<file path="src/rtl/game_round_if.sv">
// Handshake bundle between the round sequencer and its environment
// (button/tick/done inputs, mode/enable/timer outputs).
interface game_round_if #(
  parameter int unsigned TW = 6
);
  logic          btn_pulse;
  logic          tick;
  logic [2:0]    done1;
  logic [2:0]    done2;
  logic [1:0]    tog_start;
  logic          enable1;
  logic          enable2;
  logic          time_out;
  logic [TW-1:0] time_left;
  logic [1:0]    wins;

  modport master (
    output btn_pulse, tick, done1, done2,
    input  tog_start, enable1, enable2, time_out, time_left, wins
  );

  modport slave (
    input  btn_pulse, tick, done1, done2,
    output tog_start, enable1, enable2, time_out, time_left, wins
  );
endinterface

</file>
<file path="src/rtl/game_round_sequencer.sv">
// Round sequencer: IDLE -> game 1 -> game 2 -> IDLE with a per-round tick countdown,
// a held time-out state and a saturating count of games completed in time.
module game_round_sequencer #(
  parameter int unsigned ROUND_TICKS = 30,
  parameter int unsigned TW          = 6
) (
  input  logic         clk,
  input  logic         rst,
  game_round_if.slave  bus
);

  localparam logic [1:0] TOG_IDLE = 2'b00;
  localparam logic [1:0] TOG_G1   = 2'b01;
  localparam logic [1:0] TOG_G2   = 2'b11;
  localparam logic [1:0] WINS_MAX = 2'd2;

  typedef enum logic [1:0] {
    S_IDLE = 2'd0,
    S_G1   = 2'd1,
    S_G2   = 2'd2,
    S_TOUT = 2'd3
  } state_t;

  state_t        state_q;
  logic [1:0]    tog_q;
  logic          en1_q;
  logic          en2_q;
  logic          tout_q;
  logic [TW-1:0] left_q;
  logic [1:0]    wins_q;

  logic [TW-1:0] reload;
  logic          expire;
  logic [1:0]    wins_inc;

  assign reload   = TW'(ROUND_TICKS);
  // Expiry only matters while a game is running; the FSM checks state before using it.
  assign expire   = bus.tick && (left_q == TW'(1));
  assign wins_inc = (wins_q == WINS_MAX) ? WINS_MAX : wins_q + 2'd1;

  always_ff @(posedge clk) begin
    if (!rst) begin
      state_q <= S_IDLE;
      tog_q   <= TOG_IDLE;
      en1_q   <= 1'b0;
      en2_q   <= 1'b0;
      tout_q  <= 1'b0;
      left_q  <= '0;
      wins_q  <= '0;
    end else begin
      case (state_q)
        S_IDLE: begin
          if (bus.btn_pulse) begin
            state_q <= S_G1;
            tog_q   <= TOG_G1;
            en1_q   <= 1'b1;
            left_q  <= reload;
            wins_q  <= '0;
          end
        end

        // Priority within a game: done, then expiry, then button, then plain tick.
        S_G1: begin
          if (bus.done1 != 3'd0) begin
            state_q <= S_G2;
            tog_q   <= TOG_G2;
            en1_q   <= 1'b0;
            en2_q   <= 1'b1;
            left_q  <= reload;
            wins_q  <= wins_inc;
          end else if (expire) begin
            state_q <= S_TOUT;
            en1_q   <= 1'b0;
            tout_q  <= 1'b1;
            left_q  <= '0;
          end else if (bus.btn_pulse) begin
            state_q <= S_G2;
            tog_q   <= TOG_G2;
            en1_q   <= 1'b0;
            en2_q   <= 1'b1;
            left_q  <= reload;
          end else if (bus.tick && (left_q != '0)) begin
            left_q  <= left_q - TW'(1);
          end
        end

        S_G2: begin
          if (bus.done2 != 3'd0) begin
            state_q <= S_IDLE;
            tog_q   <= TOG_IDLE;
            en2_q   <= 1'b0;
            wins_q  <= wins_inc;
          end else if (expire) begin
            state_q <= S_TOUT;
            en2_q   <= 1'b0;
            tout_q  <= 1'b1;
            left_q  <= '0;
          end else if (bus.btn_pulse) begin
            state_q <= S_IDLE;
            tog_q   <= TOG_IDLE;
            en2_q   <= 1'b0;
          end else if (bus.tick && (left_q != '0)) begin
            left_q  <= left_q - TW'(1);
          end
        end

        // tog_start keeps naming the game that ran out until the player acknowledges.
        S_TOUT: begin
          if (bus.btn_pulse) begin
            state_q <= S_IDLE;
            tog_q   <= TOG_IDLE;
            tout_q  <= 1'b0;
          end
        end

        default: begin
          state_q <= S_IDLE;
          tog_q   <= TOG_IDLE;
          en1_q   <= 1'b0;
          en2_q   <= 1'b0;
          tout_q  <= 1'b0;
        end
      endcase
    end
  end

  assign bus.tog_start = tog_q;
  assign bus.enable1   = en1_q;
  assign bus.enable2   = en2_q;
  assign bus.time_out  = tout_q;
  assign bus.time_left = left_q;
  assign bus.wins      = wins_q;

endmodule

</file>
<file path="src/flat_wrapper.sv">
// flat-port wrapper written by rule: the top's interface ports become plain ports
module game_round_sequencer_flat 
#(
  parameter int unsigned ROUND_TICKS = 30,
  parameter int unsigned TW          = 6
)
  (clk, rst, bus_btn_pulse, bus_tick, bus_done1, bus_done2, bus_tog_start, bus_enable1, bus_enable2, bus_time_out, bus_time_left, bus_wins);
  game_round_if #(.TW(TW)) bus_i ();
  input  logic clk;
  input  logic rst;
  input wire logic [$bits(bus_i.btn_pulse)-1:0] bus_btn_pulse;
  input wire logic [$bits(bus_i.tick)-1:0] bus_tick;
  input wire logic [$bits(bus_i.done1)-1:0] bus_done1;
  input wire logic [$bits(bus_i.done2)-1:0] bus_done2;
  output wire logic [$bits(bus_i.tog_start)-1:0] bus_tog_start;
  output wire logic [$bits(bus_i.enable1)-1:0] bus_enable1;
  output wire logic [$bits(bus_i.enable2)-1:0] bus_enable2;
  output wire logic [$bits(bus_i.time_out)-1:0] bus_time_out;
  output wire logic [$bits(bus_i.time_left)-1:0] bus_time_left;
  output wire logic [$bits(bus_i.wins)-1:0] bus_wins;
  assign bus_i.btn_pulse = bus_btn_pulse;
  assign bus_i.tick = bus_tick;
  assign bus_i.done1 = bus_done1;
  assign bus_i.done2 = bus_done2;
  assign bus_tog_start = bus_i.tog_start;
  assign bus_enable1 = bus_i.enable1;
  assign bus_enable2 = bus_i.enable2;
  assign bus_time_out = bus_i.time_out;
  assign bus_time_left = bus_i.time_left;
  assign bus_wins = bus_i.wins;
  game_round_sequencer #(.ROUND_TICKS(ROUND_TICKS), .TW(TW)) u_core (.clk(clk), .rst(rst), .bus(bus_i));
endmodule
</file>
<file path="config.mk">
export PLATFORM = sky130hd
export DESIGN_NAME = game_round_sequencer_flat
export DESIGN_NICKNAME = d
export VERILOG_FILES = /design/src/rtl/game_round_if.sv /design/src/rtl/game_round_sequencer.sv /design/src/flat_wrapper.sv
export SDC_FILE = /design/constraint.sdc
export NUM_CORES = 1
export LEC_CHECK = 0
export CAP_MARGIN = 20
export CORE_MARGIN = 4
export CORE_UTILIZATION = 50
export DETAILED_ROUTE_END_ITERATION = 7
export PLACE_DENSITY = 0.79
export SYNTH_ARGS = -nofsm -noshare
export SYNTH_HDL_FRONTEND = slang
export SYNTH_SLANG_ARGS = --single-unit
</file>
<file path="constraint.sdc">
create_clock -name clk -period 5.07 [get_ports clk]
set_clock_uncertainty 0.1 [all_clocks]
set_input_delay 0.507 -clock clk [delete_from_list [all_inputs] [get_ports clk]]
set_output_delay 0.507 -clock clk [all_outputs]
set_load 0.05 [all_outputs]
</file>
# After elaboration in Yosys (flattened, before gate mapping)
# Cells that the tools add are included.
dict set report totals {
  register_bits 15
  inputBits 10
  wordCells 85
}
dict set report op_classes {
  n_addsub 2
  n_mux 42
  n_eq_ne 17
  reduce_logical 17
}
# operator n
set ops {}
lappend ops {{6-bit two-way mux} 8}
lappend ops {{2-bit two-way mux} 17}
lappend ops {{4-bit AND reduction} 5}
lappend ops {{6-bit one-hot mux with 3 select lines} 1}
lappend ops {{2-bit one-hot mux with 4 select lines} 2}
lappend ops {{3-bit nonzero test} 4}
lappend ops {{1-bit two-way mux} 10}
lappend ops {{2-bit inequality test (second input constant)} 4}
lappend ops {{4-bit by 2-bit inequality test with 1-bit output (second input constant)} 2}
lappend ops {{2-bit == test (second input constant)} 3}
lappend ops {{6-bit by 1-bit == test with 1-bit output (second input constant)} 1}
lappend ops {{3-bit by 2-bit inequality test with 1-bit output (second input constant)} 2}
lappend ops {{3-bit inequality test (second input constant)} 2}
lappend ops {{2-bit one-hot mux with 3 select lines} 1}
lappend ops {{6-bit nonzero test} 1}
lappend ops {{6-bit by 1-bit subtractor with 6-bit output (second input constant)} 1}
lappend ops {{2-bit by 1-bit inequality test with 1-bit output (second input constant)} 2}
lappend ops {{1-bit one-hot mux with 2 select lines} 2}
lappend ops {{2-bit nonzero test} 2}
lappend ops {{1-bit one-hot mux with 3 select lines} 1}
lappend ops {{3-bit AND reduction} 1}
lappend ops {{2-bit by 1-bit adder with 2-bit output (second input constant)} 1}
lappend ops {{2-bit by 1-bit == test with 1-bit output (second input constant)} 1}
lappend ops {{1-bit logical AND} 2}
lappend ops {{other kinds (2)} 2}

# Logic depth before layout (Yosys ltp)
# Gate-level depths: netlist of run 1.
dict set report depth {
  depth_word 7
  mapped_depth 7
  mapped_depth_nobuf 7
}

# Least setup slack after synthesis of run 1
# OpenSTA, ideal clock, no wires.
dict set report synth_timing {
  path_type {reg2reg}
  from {reg u_core.left_q[0] (netlist: u_core.bus.time_left[0])}
  to {reg u_core.left_q[1] (netlist: u_core.bus.time_left[1])}
  path_stages_with_launch 7
  synth_period_minus_slack_ns 2.204
  path_buffers 0
  slack_ns 2.866
  t_required_ns 4.911
  setup_time_ns 0.059
  arrival_ns 2.045
  path_cell_list {dfxtp_1 -> inv_1 -> ha_1 -> a31oi_1 -> mux2_2 -> a21oi_1 -> o221a_2}
}
dict set report synth_between {
  elab_chain_len 7
  elab_cells_between_ends 15
  cone_classes {1 x add/sub; 2 x eq/ne; 8 x mux; 4 x reduce/logical}
}
# item line_no
set synth_rtl {}
lappend synth_rtl {{start, declared} game_round_sequencer.sv:29} ;# logic [TW-1:0] left_q;
lappend synth_rtl {{start signal, assigned} game_round_sequencer.sv:57} ;# left_q <= reload;
lappend synth_rtl {{start signal, assigned} game_round_sequencer.sv:69} ;# left_q <= reload;
lappend synth_rtl {{start signal, assigned} game_round_sequencer.sv:81} ;# left_q <= reload;
lappend synth_rtl {{branches (longest 7 deep; another with 6-bit by 1-bit subtractor with 6-bit output)} --}
# Parallel ways; which one is timed is not known. The select of a mux whose other input is x is not followed.
# A chain may end at the register's enable or synchronous reset.

# Worst setup path in the final report of run 1
dict set report layout_timing {
  from {reg u_core.left_q[4] (netlist: u_core.bus.time_left[4])}
  to {out bus_time_left[4]}
}
# item line_no
set layout_rtl {}
lappend layout_rtl {{end, declared} flat_wrapper.sv:19} ;# output wire logic [$bits(bus_i.time_left)-1:0] bus_time_left;
# No word-level cell between the ends.

==> results of run 1 <==
==> worst reg2reg max path, stage by stage, from the launching register on <==
cell and delay [ns]:
dfxtp_1 0.38, inv_1 0.10, ha_1 0.32, nor4b_4 0.19, or2_2 0.32, nor3b_1 0.38
nand3_1 0.12, a21oi_1 0.16
==> layout make-up <==
cell class | count | area share, %
flip-flops and latches | 15 | 22.3
well taps | 27 | 2.51
repair buffers | 22 | 16.3
clock buffers | 4 | 1.95
inverters | 9 | 2.51
multi-input cells | 101 | 54.4
==> cells in the final DEF, fill, tap and decap left out, types with 3 or more instances in the layout <==
cell,synthesis,final
a21oi_1,9,9
o21ai_0,7,7
dfxtp_1,15,15
nand2_1,14,14
a31oi_1,5,5
clkdlybuf4s50_1,0,22
nand2b_1,4,4
nor3_1,3,3
nor2_1,7,7
clkbuf_4,0,3
ha_1,7,7
inv_1,9,9
nand3_1,6,6
==> cells by family (layout without fill, tap and decap cells) <==
| logic type | count (synthesis) | in the layout | synth area share, % |
|---|---|---|---|
| buffers and inverters | 11 | 35 | 3.95 |
| and+or+nand+nor | 50 | 50 | 29.0 |
| DFF | 15 | 15 | 27.9 |
| muxes | 3 | 3 | 2.91 |
| AOI/OAI and AO/OA | 41 | 41 | 28.1 |
| adders and majority gates | 7 | 7 | 8.14 |
==> per-stage QoR <==
step / cells / hold WS, ns / power [uW]
floorplan: 127 / 0.501 / 241
global placement: 174 / 0.345 / 282
detailed placement: 174 / 0.362 / 285
CTS: 178 / 0.377 / 356
global route: 178 / 0.399 / 377
finish: 178 / 0.370 / 353
==> routing by layer <==
layer / part of all wire, % / up-vias
li1: - / 533
met1: 43 / 512
met2: 48 / 44
met3: 6.9 / 9
met4: 2.8 / 0
met5: 0 / -
==> path summary, 6_finish.rpt <==
check / startpoint / end / slack [ns]
max: u_core.bus.time_left[4]$_SDFFE_PN0P_ / bus_time_left[4] / 2.78
min: u_core.bus.tog_start[0]$_SDFFE_PN0P_ / u_core.bus.tog_start[0]$_SDFFE_PN0P_ / 0.37
max reg2reg: u_core.state_q[0]$_SDFFE_PN0P_ / u_core.bus.wins[1]$_SDFFE_PN0P_ / 2.93
min reg2reg: u_core.bus.tog_start[0]$_SDFFE_PN0P_ / u_core.bus.tog_start[0]$_SDFFE_PN0P_ / 0.37
==> flip-flops by register name, summed over array words and instances, names as in the netlist <==
signal and flops:
u_core.bus.enable2 1, u_core.bus.time_left 6, u_core.bus.enable1 1, u_core.bus.tog_start 2, u_core.state_q 2, u_core.bus.wins 2, u_core.bus.time_out 1
==> report_power, final <==
part / leakage (uW) / internal (uW) / switching, uW
clock: 0.0000150 / 30.6 / 38.9
combinational: 0.000348 / 55.5 / 86.7
sequential: 0.000123 / 128 / 13.1
total: 0.000486 / 214 / 139
==> results.md, run 1 <==
* Gpl congestion at 0.872
* Largest net degree at the start of global routing at 15
* Clk sink count at 15
* Critical-path maximum fanout at 8
* Initial core utilization at 53.8%
* Post_cts resized at 0
* Worst Path Required at 4.46 ns
* Min-Delay Path Depth at 2
* NumNets Final at 169
* Area Growth Syn to Fin at 25.2%
* Setup CP Type: reg2out
* Root buffer cell: clkbuf_4
* DRT iter0 DRCs at 33
* Synth warn at 0
* Most frequent cells after synthesis: 15 x dfxtp_1, 14 x nand2_1, 9 x a21oi_1, 9 x inv_1
* Max Clk Rate at 437 MHz
* Most frequent cell after synthesis: dfxtp_1
* Max-slew headroom at 66.6%
* Fillers at 175
* Slowest-stage cell, CP: clkdlybuf4s50_1
* Clk slew on worst S/H paths at 0.09 ns
* Core area at 2000 um2
* Mapped Area at 1080 um2
* Number of distinct library cells after synthesis at 44
* Synth async-reset ratio at 0%
* Post-Route WL at 2660 um
* Maximum VDD drop at 153 uV
* Port Buffers at 22
* CTS buffer count at 3
* Synthesized flop and latch total at 15
* Final Hold Fails at 0
* Hold Buf Count CTS at 0
* Final slew viol count at 0
* Most Crowded Layer GR: met2
* Total negative setup slack at 0 ns
* CP max stage delay at 0.87 ns
* Die Y at 54.4 um
* Diodes inserted at 0
* First-pass GRT wire length at 4640 um
* Detailed Routing Iterations Pass 1 at 4
* CP top delay family: buffers and inverters
* Hold crit path type: reg2reg
* Levels on crit path at 1
* Full die area at 2960 um2
* ANT nets after route at 0
* IO Pins at 23
* Reg area at 300 um2
* CTS Buffer Depth at 2
* Crit-path cells: clkdlybuf4s50_1
* Global Route met2 Usage at 34.3%
* Die X at 54.4 um
* Synth area leader: dfxtp_1
* Final min period at 2.29 ns
* Synth top area share at 27.9%
* Post-synth EDFFs at 0
* Clk Latency, worst-skew pair at 0.28 ns
* Area taken by multi-input logic gates at 733 um2
* Mean Syn Cell Area at 8.47 um2
* Primary FF master, synth: dfxtp_1
* Worst-Margin Slew at 0.499 ns
* Crit path capture type: output port
* Status: finished, final reports clean
* Met1 Usage GRT at 26.3%
* Worst path bufs/invs at 1
* Postcts setup bufs at 0
* Dpl hpwl at 2070 um
* Max-cap violations at 0
* FP Rows at 16
* Placed Area at 1320 um2
* Power per cell area at 262 nW/um2
* Layout cells sized above 1 at 11.3%
* CTS HTree Levels at 1
* DRC at 0
* Ranking of synthesized cells by area: dfxtp_1 28%, ha_1 8.1%, nand2_1 4.9%
* Total vias in the final route at 1098
* Post-route cell area at 1350 um2
* Reg2reg path depth at 7
* Wirelength per Cell at 14.9 um
* Worst Path Arrival at 1.68 ns
* Setup ws final at 2.78 ns
* Pre-CTS setup slack at 2.64 ns
* Vias in the first global route at 1061
* CTS tree: yes
* Setup crit start kind: register
* Register area share after synthesis at 27.9%
* Syn nets at 144
* Synthesized instance count at 127
* Post-route clock period utilization at 45.1%
* Setup violators final at 0
* Util after Layout at 67.3%
* Avg Vias per Cell at 6.17
* RSZ-0062 raised after global routing: false
* Antenna violations before repair at 0
* Pleak at 0.000486 uW
* Total Routing Usage GR at 21.2%
* Met3 usage at 4.36%
* Grt ovf at 0
Note: power is estimated with default switching activity, not from simulation.
==> run 2, diff against run 1 <==
CORE_UTILIZATION = 45   (was 50)
PLACE_DENSITY = 0.75   (was 0.79)
clock period = 2 ns   (was 5.07 ns; I/O delays follow)
==> results.md, run 2 (synthesis results as in run 1) <==
* RSZ-0062 raised after global routing: true (was false)
* Commonest non-fill, non-tap cell in the layout: clkdlybuf4s50_1 (unchanged)
* Sequential share of power at 39.1% (was 40.0%)
* Port Buffers at 22 (unchanged)
* CP top delay family: buffers and inverters (unchanged)
* Core area at 2250 um2 (was 2000 um2)
* Grt ovf at 0 (unchanged)
* Slowest-stage cell, CP: clkdlybuf4s50_1 (unchanged)
* Max Clk Rate at 511 MHz
* Full die area at 3240 um2 (was 2960 um2)
* Max-cap violations at 0 (unchanged)
* Dpl hpwl at 2250 um (was 2070 um)
* R2r setup slk at 0.10 ns (was 2.93 ns)
* IO Pins at 23 (unchanged)
* CTS tree: yes (unchanged)
* Avg Vias per Cell at 5.94 (was 6.17)
* Worst-Margin Slew at 0.503 ns (was 0.499 ns)
* Status: finished, final reports clean (unchanged)
* Total Routing Usage GR at 18.1% (was 21.2%)
* Worst Path Arrival at 1.66 ns (was 1.68 ns)
* Layout cells sized above 1 at 22.6% (was 11.3%)
* Final slew viol count at 0 (unchanged)
* CTS Buffer Depth at 2 (unchanged)
* Critical-path maximum fanout at 7 (was 8)
* Antenna violations before repair at 0 (unchanged)
* Diodes inserted at 0 (unchanged)
* Detailed Routing Iterations Pass 1 at 4 (unchanged)
* Root buffer cell: clkbuf_4 (unchanged)
* Total negative setup slack at 0 ns (unchanged)
* Die X at 56.9 um (was 54.4 um)
* Worst path bufs/invs at 1 (unchanged)
* ANT nets after route at 0 (unchanged)
* Hold crit path type: reg2reg (unchanged)
* Max-slew headroom at 66.4% (was 66.6%)
* Clk Latency, worst-skew pair at 0.28 ns (about the same)
* Total vias in the final route at 1140 (was 1098)
* Final Hold Fails at 0 (unchanged)
* Power per cell area at 627 nW/um2 (was 262 nW/um2)
* Final min period at 1.96 ns
* Maximum VDD drop at 438 uV (was 153 uV)
* Worst Path Required at 1.70 ns (was 4.46 ns)
* Most frequent cells in the layout: 20 x clkdlybuf4s50_1, 14 x nand2_1, 13 x buf_4 (was 22 x clkdlybuf4s50_1, 15 x dfxtp_1, 14 x nand2_1)
* Setup crit start kind: register (unchanged)
* Largest net degree at the start of global routing at 10 (was 15)
* Setup violators final at 0 (unchanged)
* NumNets Final at 182 (was 169)
* Gpl congestion at 0.890 (was 0.872)
* Internal Power at 568 uW (was 214 uW)
* Clk sink count at 15 (unchanged)
* Clk pwr share at 18.6% (was 19.7%)
* First-pass GRT wire length at 4730 um (was 4640 um)
* Crit path capture type: output port (unchanged)
* Vias in the first global route at 1098 (was 1061)
* Switching Share at 38.4% (was 39.3%)
* FP Rows at 17 (was 16)
* Pre-CTS setup slack at -0.0661 ns (was 2.64 ns)
* CTS HTree Levels at 1 (unchanged)
* Setup CP Type: reg2out (unchanged)
* DRT iter0 DRCs at 27 (was 33)
* DRC at 0 (unchanged)
* Max reg flops at 6 (unchanged)
* Worst reg2reg path endpoint: u_core.bus.time_left[1]$_SDFFE_PN0P_ (was u_core.bus.wins[1]$_SDFFE_PN0P_)
* Min-Delay Path Depth at 2 (unchanged)
* CTS buffer count at 3 (unchanged)
* Clk slew on worst S/H paths at 0.09 ns (about the same)
* Post-route clock period utilization at 97.9%
* Hold Buf Count CTS at 0 (unchanged)
* Reg2reg path depth at 6 (was 7)
* Worst Hold End: u_core.bus.enable2$_SDFFE_PN0P_ (was u_core.bus.tog_start[0]$_SDFFE_PN0P_)
* Area Growth Syn to Fin at 36.6% (was 25.2%)
* Pleak at 0.000580 uW (was 0.000486 uW)
* Crit-path cells: clkdlybuf4s50_1 (unchanged)
* Setup ws final at 0.0421 ns (was 2.78 ns)
* Die Y at 56.9 um (was 54.4 um)
* Combinational power share at 42.3% (was 40.3%)
* CP max stage delay at 0.87 ns (about the same)
* Switching power at 354 uW (was 139 uW)
* Wirelength per Cell at 14.5 um (was 14.9 um)
* Initial core utilization at 47.7% (was 53.8%)
* Post-Route WL at 2780 um (was 2660 um)
* Critical R2R Launch: u_core.bus.time_left[0]$_SDFFE_PN0P_ (was u_core.state_q[0]$_SDFFE_PN0P_)
* Worst hold start: u_core.bus.enable2$_SDFFE_PN0P_ (was u_core.bus.tog_start[0]$_SDFFE_PN0P_)
## run 2: power groups by stage
stage	Sequential [uW]	Clock (uW)	Combinational (uW)
2_1_floorplan	442	0	170
3_3_place_gp	366	0	377
3_5_place_dp	367	0	383
4_1_cts	360	177	384
5_1_grt	365	197	420
6_report	360	171	389
## run 2: metal layers
| layer | GRT usage, % | vias up | share of wire, % |
|---|---|---|---|
| met3 | 3.68 | 10 | 4.6 |
| met4 | 8.94 | 0 | 2.1 |
| li1 | - | 559 | - |
| met2 | 30.8 | 37 | 49 |
| met1 | 21.5 | 534 | 44 |
| met5 | 0 | - | 0 |
## run 2: through the flow
stage	power (uW)	area, um2	utilization, %	std cells	hold WS, ns
detailed placement	750	1420	63.1	188	0.352
CTS	921	1450	64.3	192	0.365
floorplan	612	1080	-	127	0.252
global placement	742	1420	63.1	188	0.349
finish	921	1470	65.2	192	0.361
global route	982	1470	65.2	192	0.390
## run 2: what timing repair did
action | 4_1_cts | 5_1_grt
endpoints found under the hold margin | 0 | 0
endpoints found under the setup margin | 0 | 14
buffers inserted | 0 | 0
gates resized for setup | 0 | 7
## run 2: final cells by class
| cell class | instances | area, um2 |
|---|---|---|
| inverters | 9 | 33.8 |
| well taps | 28 | 35.0 |
| clock buffers | 4 | 26.3 |
| repair buffers | 35 | 323 |
| flip-flops and latches | 15 | 304 |
| fillers | 200 | 785 |
| multi-input cells | 101 | 748 |
## run 2: worst max-delay path by stage
stage | slack (ns) | cells past startpoint | from | to
after floorplan | 0.01 | 5 | u_core.bus.time_left[4]$_SDFFE_PN0P_ | u_core.bus.time_left[1]$_SDFFE_PN0P_
after global placement | 0.005 | 6 | bus_done2[1] | u_core.bus.time_left[5]$_SDFFE_PN0P_
after detailed placement | -0.07 | 6 | bus_tick | u_core.bus.time_left[5]$_SDFFE_PN0P_
after CTS | 0.02 | 8 | u_core.state_q[0]$_SDFFE_PN0P_ | u_core.bus.time_left[5]$_SDFFE_PN0P_
after global routing | -0.02 | 7 | u_core.state_q[0]$_SDFFE_PN0P_ | u_core.state_q[1]$_SDFFE_PN0P_
final | 0.04 | 1 | u_core.bus.time_left[2]$_SDFFE_PN0P_ | bus_time_left[2]
## run 2: worst register-to-register path, cell delays in order (launching register included)
cell and delay (ns):
dfxtp_2 0.37, inv_1 0.10, ha_1 0.28, a31oi_1 0.26, mux2_2 0.38, a21oi_1 0.15, o221a_2 0.20
